[config.mk]
export PLATFORM = sky130hd
export DESIGN_NAME = combo_lock_param
export DESIGN_NICKNAME = d
export VERILOG_FILES = /design/src/rtl/combo_lock_param.sv
export SDC_FILE = /design/constraint.sdc
export NUM_CORES = 1
export LEC_CHECK = 0
export ABC_AREA = 1
export ABC_CLOCK_PERIOD_IN_PS = 2790
export BUFFER_PORTS_ARGS = -buffer_cell sky130_fd_sc_hd__buf_2
export CORE_ASPECT_RATIO = 0.8
export CORE_MARGIN = 8
export CORE_UTILIZATION = 53
export CTS_BUF_LIST = sky130_fd_sc_hd__clkbuf_16
export DETAILED_ROUTE_END_ITERATION = 16
export GPL_TIMING_DRIVEN = 0
export PLACE_DENSITY_LB_ADDON = 0.12
export SLEW_MARGIN = 20
export SYNTH_ARGS = -nofsm -noshare
export SYNTH_HDL_FRONTEND = slang
export SYNTH_SLANG_ARGS = --single-unit
[constraint.sdc]
create_clock -name clk -period 2.79 [get_ports clk]
set_clock_uncertainty 0.15 [all_clocks]
set_input_delay 0.1395 -clock clk [delete_from_list [all_inputs] [get_ports clk]]
set_output_delay 0.1395 -clock clk [all_outputs]
set_load 0.1 [all_outputs]
[src/rtl/combo_lock_param.sv]
// Parameterised combination lock: digits are entered serially and compared against a
// loadable code, with a failed-attempt counter that latches a lockout after MAX_TRIES.
module combo_lock_param #(
   parameter int unsigned          DIGITS       = 6,
   parameter int unsigned          DW           = 4,
   parameter int unsigned          MAX_TRIES    = 3,
   parameter logic [DIGITS*DW-1:0] DEFAULT_CODE = 24'h234528
) (
   input  logic                             clk,
   input  logic                             reset,
   input  logic [DW-1:0]                    digit_in,
   input  logic                             enter,
   input  logic                             clear,
   input  logic                             code_load,
   input  logic [DIGITS*DW-1:0]             code_in,
   output logic [2:0]                       state,
   output logic [$clog2(DIGITS+1)-1:0]      pos,
   output logic                             unlocked,
   output logic                             fail,
   output logic                             locked_out,
   output logic [$clog2(MAX_TRIES+1)-1:0]   fails
);

   localparam int unsigned PW = $clog2(DIGITS + 1);
   localparam int unsigned FW = $clog2(MAX_TRIES + 1);
   localparam int unsigned CW = DIGITS * DW;

   typedef enum logic [2:0] {
      S_IDLE    = 3'd0,
      S_ENTRY   = 3'd1,
      S_OPEN    = 3'd2,
      S_FAIL    = 3'd3,
      S_LOCKOUT = 3'd4
   } state_e;

   state_e          state_q, state_n;
   logic [PW-1:0]   pos_q, pos_n;
   logic            mm_q, mm_n;
   logic [FW-1:0]   fails_q, fails_n;
   logic [CW-1:0]   code_q, code_n;
   logic [DW-1:0]   cur_digit;
   logic            digit_bad;
   logic            mm_acc;
   logic            unlocked_n, fail_n, locked_out_n;
   logic            unlocked_q, fail_q, locked_out_q;

   // Code digit expected at the current position (pos is 0 in IDLE, so this is digit 0 there).
   always_comb begin
      cur_digit = '0;
      for (int unsigned i = 0; i < DIGITS; i++) begin
         if (pos_q == PW'(i)) cur_digit = code_q[DW*i +: DW];
      end
      digit_bad = (digit_in != cur_digit);
      mm_acc    = mm_q | digit_bad;
   end

   // State register; all outputs are flops updated from the next-state values.
   always_ff @(posedge clk) begin
      if (reset) begin
         state_q      <= S_IDLE;
         pos_q        <= '0;
         mm_q         <= 1'b0;
         fails_q      <= '0;
         code_q       <= DEFAULT_CODE;
         unlocked_q   <= 1'b0;
         fail_q       <= 1'b0;
         locked_out_q <= 1'b0;
      end else begin
         state_q      <= state_n;
         pos_q        <= pos_n;
         mm_q         <= mm_n;
         fails_q      <= fails_n;
         code_q       <= code_n;
         unlocked_q   <= unlocked_n;
         fail_q       <= fail_n;
         locked_out_q <= locked_out_n;
      end
   end

   // Next-state logic; priority inside each state is code_load > clear > enter.
   always_comb begin
      state_n = state_q;
      pos_n   = pos_q;
      mm_n    = mm_q;
      fails_n = fails_q;
      code_n  = code_q;
      unique case (state_q)
         S_IDLE: begin
            if (code_load) begin
               code_n = code_in;
               pos_n  = '0;
               mm_n   = 1'b0;
            end else if (enter) begin
               state_n = S_ENTRY;
               pos_n   = PW'(1);
               mm_n    = digit_bad;
            end
         end
         S_ENTRY: begin
            if (clear) begin
               state_n = S_IDLE;
               pos_n   = '0;
               mm_n    = 1'b0;
            end else if (enter) begin
               pos_n = pos_q + PW'(1);
               mm_n  = mm_acc;
               if (pos_q == PW'(DIGITS - 1)) begin
                  if (!mm_acc) begin
                     state_n = S_OPEN;
                  end else begin
                     fails_n = fails_q + FW'(1);
                     state_n = (fails_n == FW'(MAX_TRIES)) ? S_LOCKOUT : S_FAIL;
                  end
               end
            end
         end
         S_OPEN: begin
            if (code_load) begin
               code_n  = code_in;
               state_n = S_IDLE;
               pos_n   = '0;
               mm_n    = 1'b0;
            end else if (clear) begin
               state_n = S_IDLE;
               pos_n   = '0;
               mm_n    = 1'b0;
               fails_n = '0;
            end
         end
         S_FAIL: begin
            if (clear) begin
               state_n = S_IDLE;
               pos_n   = '0;
               mm_n    = 1'b0;
            end
         end
         S_LOCKOUT: begin
            state_n = S_LOCKOUT;
         end
         default: begin
            state_n = S_IDLE;
            pos_n   = '0;
            mm_n    = 1'b0;
         end
      endcase
   end

   // Status flags decoded from the next state so they align with the state register.
   always_comb begin
      unlocked_n   = 1'b0;
      fail_n       = 1'b0;
      locked_out_n = 1'b0;
      unlocked_n   = (state_n == S_OPEN);
      fail_n       = (state_n == S_FAIL);
      locked_out_n = (state_n == S_LOCKOUT);
   end

   assign state      = state_q;
   assign pos        = pos_q;
   assign fails      = fails_q;
   assign unlocked   = unlocked_q;
   assign fail       = fail_q;
   assign locked_out = locked_out_q;

endmodule

==> summary.txt, run 1 <==
Finish
  – Fin nets: 412
  – Fillers: 292
  – Antenna Cells: 0
  – Area growth, synth to finish: 32.73%
  – Ratio of cells with drive above 1 in the final layout: 17.11%
  – Register Area: 723.2 um2
  – Area of the multi-input gates: 1020 um2

Power and ir drop
  – Reg power frac: between 40% and 50%
  – Leakage: 1.305 nW
  – PD cells: 508.5 nW/um2
  – Clock power share: 39.7%
  – Sw frac: 26.53%
  – Cell Int Power: about 0.96 mW
  – VDD IR max: 380.0 uV
  – Switching power total: approximately 0.35 mW
  – Combinational power share: 17.1%

Place
  – Worst slack, placed: between 0.3 and 0.4 ns
  – Post-DP HPWL: ~3600 um
  – Routability cong.: 0.9038
  – Count of input and output buffers: 42

Hold path
  – Hold path endpoint: code_q[19]
  – Min-Delay Path Depth: 3
  – Min-delay worst type: input pin to register
  – Hold_sp: code_in[19]

Worst setup path
  – CP Buf/Inv Count: 1
  – Worst path max stage delay: 0.36 ns
  – Worst Path Arrival: 2.44 ns
  – Crit path top cell by count: nand2_1
  – Reg2Reg Depth: 12
  – Worst Path Max Fanout: 10
  – R2r setup slk: around 0.36 ns
  – Critical Path RT: 2.80 ns
  – Setup CP Type: register to register
  – CP top delay family: simple AND/OR/NAND/NOR gates
  – Critical R2R Launch: pos[1]
  – End of the worst register-to-register path: state[0]
  – Slowest CP cell: or2_2
  – CP endpoint kind: register
  – Crit-path cells: inv_1 -> ha_1 -> nand2_1 -> or2_2 -> nand3b_1 -> nand2_1 -> nor2_2 -> nand3_2 -> nand2_1 -> nand2_2 -> a21oi_2 -> nor2_1
  – Setup crit start kind: register

Timing
  – Max transition margin: 61.09%
  – Final Max Slew Viols: 0
  – RSZ-0062 raised after global routing: no
  – TNS Setup: 0 ns
  – Worst Max-Slew Pin Slew: 0.5815 ns
  – Final setup fails: 0
  – Hold WS: 0.03687 ns
  – Minimum clock period: 2.430 ns
  – Fin crit share: 87.08%
  – Fmax: a little over 400 MHz
  – Hold Vio Cnt, Final: 0
  – Worst setup margin: 0.3605 ns

Die
  – Die Wd: 83.48 um
  – Starting density of the core: 55.62%
  – Core Rows: 19
  – Die footprint: around 5800 um2
  – I/O Pins: 44
  – Core area: 3471 um2
  – Die height: 69.98 um

Clock tree
  – Maximum clock path buffer count: 2
  – # clock sinks: 36
  – Post-CTS Setup Inserts: 0
  – Clock slew at reported path FFs: approximately 0.050 ns
  – CTS tree: yes
  – Clock Latency Late Sink: 0.28 ns
  – Clk root buf: clkbuf_16
  – H-tree Lvls: 2
  – TritonCTS Buffers: 5

GRT
  – First-pass GRT wire length: ~8500 um
  – Largest net degree at the start of global routing: 11
  – Number of global-route vias before repair: 1954
  – Initial antenna violation count: 0
  – GRT overflow: 0
  – All-Layer GR Usage: 17.47%

Yosys
  – Area fraction of the dominant cell type after synthesis: between 30% and 40%
  – Top cells by area, synth: dfxtp_1, nand2_1, nor2_1, inv_1, o21ai_0
  – Syn. warnings: 0
  – Mapped Nets: between 300 and 400
  – Area leader, netlist: dfxtp_1
  – Cell variety after synth: 24
  – Register area share after synthesis: approximately 37%
  – Mapped cell area: 1931 um2
  – Yosys reg bits: 36
  – Post-Syn Instances: roughly 300
  – Avg Inst Size Synth: 6.414 um2

Drt
  – Routed Antenna Nets: 0
  – First-pass DRT Iterations: 5
  – Drc violations: 0
  – Iter 0 DRT Violations: 165
  – WL final: 4963 um
  – Vias: 2034
  – Vias per Instance: ~5
  – WL/cell: 11.93 um

Job
  – Max-cap violations: 0

Status
  – Status: completed
==> routing by layer <==
layer	GRT usage [%]	wire length, um	vias up
li1	-	-	1089
met1	21.94	2273	851
met2	26.64	2164	84
met3	5.562	428	10
met4	7.839	97	0
met5	0	0	-
==> power by group through the flow <==
| stage | clock [mW] | combinational [mW] | sequential, mW |
|---|---|---|---|
| after floorplan | 0 | 0.124 | 0.585 |
| after global placement | 0 | 0.189 | 0.574 |
| after detailed placement | 0 | 0.194 | 0.574 |
| after CTS | 0.528 | 0.220 | 0.563 |
| after global routing | 0.552 | 0.250 | 0.567 |
| final | 0.517 | 0.222 | 0.564 |
==> worst reg2reg max path: stages, from the launching register on <==
cell      delay (ns)
dfxtp_2         0.34
inv_1           0.07
ha_1            0.29
nand2_1         0.28
or2_2           0.36
nand3b_1        0.09
nand2_1         0.06
nor2_2          0.17
nand3_2         0.15
nand2_1         0.11
nand2_2         0.06
a21oi_2         0.13
nor2_1          0.05
==> sequential cells by signal, indices dropped and copies added (netlist names) <==
register / count
code_q: 24
pos: 3
state: 3
fails: 2
fail: 1
locked_out: 1
mm_q: 1
unlocked: 1
==> synth_stat cells <==
library cell,count
a32oi_1,1
clkbuf_1,7
nor2_1,48
nand2_2,4
a211oi_1,1
ha_1,6
nand3_1,16
a21oi_2,1
dfxtp_1,36
nand2_4,1
o21ai_0,24
nand4_1,4
nand3b_1,3
inv_1,42
o21ai_1,3
inv_4,1
a21oi_1,11
or2_2,4
nand3_2,1
nand2_1,79
nor4_1,1
nor2_2,3
o211ai_1,3
or2_1,1
==> metrics by stage <==
stage	total power [mW]	utilization (%)	instances	cell area (um2)
global route	1.369	73.83	416	2562
floorplan	0.7091	-	301	1933
finish	1.303	73.83	416	2562
detailed placement	0.7685	63.27	385	2196
CTS	1.312	73.83	416	2562
global placement	0.7633	63.27	385	2196
==> worst max-delay path by stage <==
stage                start        to  slack, ns  cells past startpoint
finish              pos[1]  state[0]       0.36                     12
global route        pos[2]  state[0]       0.09                     18
global placement    pos[2]  state[0]       0.43                     18
detailed placement  pos[1]  state[0]       0.38                     12
floorplan           pos[2]  state[0]      0.002                     18
CTS                 pos[1]  state[0]       0.37                     12
==> final cells by class <==
| class | instances | share of cell area, % |
|---|---|---|
| plain buffers | 7 | 1.025 |
| repair buffers | 65 | 17.19 |
| well taps | 42 | 2.051 |
| clock inverters | 3 | 0.4395 |
| multi-input cells | 215 | 39.79 |
| inverters | 43 | 6.396 |
| flip-flops and latches | 36 | 28.22 |
| clock buffers | 5 | 4.883 |
==> cells in the final DEF, fill, tap and decap left out, drive strengths merged <==
| cell type | Yosys | final |
|---|---|---|
| nand4 | 4 | 4 |
| nand2 | 84 | 84 |
| clkinv | 0 | 1 |
| nand3b | 3 | 3 |
| ha | 6 | 6 |
| or2 | 5 | 5 |
| o21ai | 27 | 27 |
| dlygate4sd3 | 0 | 23 |
| a21oi | 12 | 12 |
| inv | 43 | 45 |
| o211ai | 3 | 3 |
| dfxtp | 36 | 36 |
| nand3 | 17 | 17 |
| a211oi | 1 | 1 |
| a32oi | 1 | 1 |
| nor4 | 1 | 1 |
| clkbuf | 7 | 12 |
| buf | 0 | 42 |
| nor2 | 51 | 51 |
==> repair_timing <==
| action | 4_1_cts | 5_1_grt |
|---|---|---|
| hold buffers | 23 | 0 |
| endpoints found under the hold margin | 23 | 0 |
| gates resized for setup | 0 | 0 |
==> kinds of logic after synthesis <==
| logic type | synth area share (%) |
|---|---|
| buf+inv | 9.851 |
| flops | 37.33 |
| simple gates | 36.62 |
| compound gates | 12.31 |
| fa+ha+maj | 3.888 |
Note: power is estimated with default switching activity, not from simulation.
==> inputs of run 2 (changes only) <==
--- a/config.mk
+++ b/config.mk
@@ -6,11 +6,11 @@
 export NUM_CORES = 1
 export LEC_CHECK = 0
 export ABC_AREA = 1
-export ABC_CLOCK_PERIOD_IN_PS = 2790
+export ABC_CLOCK_PERIOD_IN_PS = 2900
 export BUFFER_PORTS_ARGS = -buffer_cell sky130_fd_sc_hd__buf_2
 export CORE_ASPECT_RATIO = 0.8
 export CORE_MARGIN = 8
-export CORE_UTILIZATION = 53
+export CORE_UTILIZATION = 57
 export CTS_BUF_LIST = sky130_fd_sc_hd__clkbuf_16
 export DETAILED_ROUTE_END_ITERATION = 16
 export GPL_TIMING_DRIVEN = 0
==> constraint.sdc (replaced) <==
create_clock -name clk -period 2.9 [get_ports clk]
set_clock_uncertainty 0.15 [all_clocks]
set_input_delay 0.145 -clock clk [delete_from_list [all_inputs] [get_ports clk]]
set_output_delay 0.145 -clock clk [all_outputs]
set_load 0.1 [all_outputs]
==> run 2 against run 1 <==
Wire length is 0.24% higher. Power grew 3.5%. Global-route usage rose by 1.7 points. Utilization increased by 3.6 points. Sequential share of layout area down 0.25 points. Worst hold slack worse by 0.023 ns. Critical endpoint unchanged.
==> summary.txt, run 2 (same netlist as run 1, synthesis figures left out) <==
Finish
  – Ratio of cells with drive above 1 in the final layout: 16.89%
  – Most common cell after layout, fill and taps aside: nand2_1
  – Antenna Cells: 0
  – Max reg flops: 24
  – Finished Layout Cells: 415
  – Fin nets: 411
  – Most frequent cells in the layout: nand2_1, nor2_1, inv_1, buf_2, dfxtp_1
  – Final Instance Area: 2576 um2
  – Area growth, synth to finish: 33.44%
  – Fillers: around 270
  – Largest register by flop count: code_q

Die
  – Die height: 68.06 um
  – Core Rows: 19
  – Starting density of the core: 58.01%
  – Die footprint: roughly 5500 um2
  – Die Wd: roughly 80 um
  – Core area: 3328 um2
  – I/O Pins: 44

Clock tree
  – TritonCTS Buffers: 5
  – Maximum clock path buffer count: 2
  – Post-CTS Setup Inserts: 0
  – Clock Latency Late Sink: 0.28 ns
  – CTS tree: yes
  – Clk root buf: clkbuf_16
  – H-tree Lvls: 2
  – Clock slew at reported path FFs: 0.06 ns
  – # clock sinks: 36

Place
  – Post-DP HPWL: 3507 um
  – Count of input and output buffers: 42
  – Routability cong.: roughly 0.9
  – Placed cell count: roughly 390
  – Placed inst area: 2193 um2

Worst setup path
  – Setup crit start kind: register
  – CP Capture Point: state[0]
  – Crit path top cell by count: nand2_1
  – CP endpoint kind: register
  – Crit-path cells: inv_1 -> ha_1 -> nor2_2 -> nand2_1 -> nand2_1 -> nand2_1 -> nand2_1 -> nand2_1 -> nand2_2 -> nand2_1 -> nand2_1 -> nand2_1 -> nor2_2 -> nand3_2 -> nand2_1 -> nand2_2 -> a21oi_2 -> nor2_1
  – Worst Path Max Fanout: 7
  – Setup CP Type: register to register
  – Slowest CP cell: dfxtp_1
  – Worst Path Arrival: 2.45 ns
  – Critical R2R Launch: pos[1]
  – Worst setup path startpoint: pos[1]
  – Reg2Reg Depth: 18
  – R2r setup slk: 0.45 ns
  – Worst path max stage delay: 0.41 ns
  – Critical Path RT: between 2 and 3 ns
  – End of the worst register-to-register path: state[0]

Timing
  – RSZ-0062 raised after global routing: no
  – Hold WS: 0.01392 ns
  – Final Max Slew Viols: 0
  – Minimum clock period: ~2.4 ns
  – TNS Setup: 0 ns
  – Fmax: 408.8 MHz
  – Fin crit share: 84.35%
  – Hold Vio Cnt, Final: 0
  – Max transition margin: 64.62%
  – Worst Max-Slew Pin Slew: 0.5288 ns
  – Final setup fails: 0

GRT
  – First-pass GRT wire length: 8286 um
  – All-Layer GR Usage: around a fifth
  – M3 GR Usage: 5.381%
  – Met1 Usage GRT: a little under a quarter
  – Global routing's busiest layer: met2
  – GR Util met2: approximately a third
  – GRT overflow: 0
  – Initial antenna violation count: 0
  – Number of global-route vias before repair: 1903
  – Largest net degree at the start of global routing: 12

Drt
  – Vias per Instance: 4.973
  – First-pass DRT Iterations: 4
  – Vias: 2064
  – WL/cell: 11.99 um
  – WL final: 4975 um
  – Iter 0 DRT Violations: 127
  – Drc violations: 0
  – Routed Antenna Nets: 0

Power and ir drop
  – PD cells: ~520 nW/um2
  – Leakage: roughly 1.3 nW
  – Design Power: between 1 and 1.5 mW
  – VDD IR max: 391.6 uV

Job
  – Max-cap violations: 0

Hold path
  – Min-delay worst type: input pin to register

Status
  – Status: completed
==> run 2: cell types whose count changed in the layout (fill, tap and decap cells not counted) <==
cell	change
inv_1	-2
bufinv_16	+1
dlygate4sd3_1	-1
clkinv_1	+1
dfxtp_1	+2
dfxtp_2	-2
==> run 2: timing repair <==
item | CTS | global route
hold buffers | 22 | 0
endpoints found under the setup margin | 0 | 0
hold endpoints to repair | 22 | 0
gates resized for setup | 0 | 0
==> run 2: layout make-up <==
type	count	area, um2	share of cell area [%]
plain buffers	7	26.28	1.020
clock buffers	5	125.1	4.857
well taps	42	52.55	2.040
repair buffers	64	430.4	16.71
flip-flops and latches	36	720.7	27.97
inverters	43	163.9	6.362
clock inverters	3	37.54	1.457
multi-input cells	215	1020	39.58
==> run 2: worst min-delay path by stage <==
stage                     start          to  slack (ns)  cells after the start
floorplan           code_in[21]  code_q[21]        0.12                      2
global placement     code_in[3]   code_q[3]        0.20                      3
detailed placement  code_in[21]  code_q[21]        0.21                      3
CTS                 code_in[18]  code_q[18]        0.01                      3
global route        code_in[18]  code_q[18]        0.06                      3
finish              code_in[18]  code_q[18]        0.01                      3
==> run 2: metal layers <==
metal,wire (um),share of wire [%]
met1,2303,46
met2,2247,45
met3,371,7.5
met4,52,1.0
met5,0,0
==> run 2: through the flow <==
stage | worst slack [ns] | utilization (%)
6_report | 0.4540 | 77.41
5_1_grt | 0.2099 | 77.41
4_1_cts | 0.4941 | 77.41
3_5_place_dp | 0.5242 | 65.90
3_3_place_gp | 0.5356 | 65.90
2_1_floorplan | 0.03162 | -
==> run 2: worst max-delay path: cells and delay by family, from the launching register on <==
kind | cells | cell delay (ns)
compound gates | 1 | 0.13
flops | 1 | 0.41
buf+inv | 1 | 0.09
simple gates | 15 | 1.28
fa+ha+maj | 1 | 0.28
==> run 2: where the power goes <==
group,switching (mW),total [mW],internal [mW]
Sequential,0.0162,0.542,0.525
Clock,0.196,0.595,0.399
Combinational,0.127,0.212,0.0856
Total,0.339,1.35,1.01
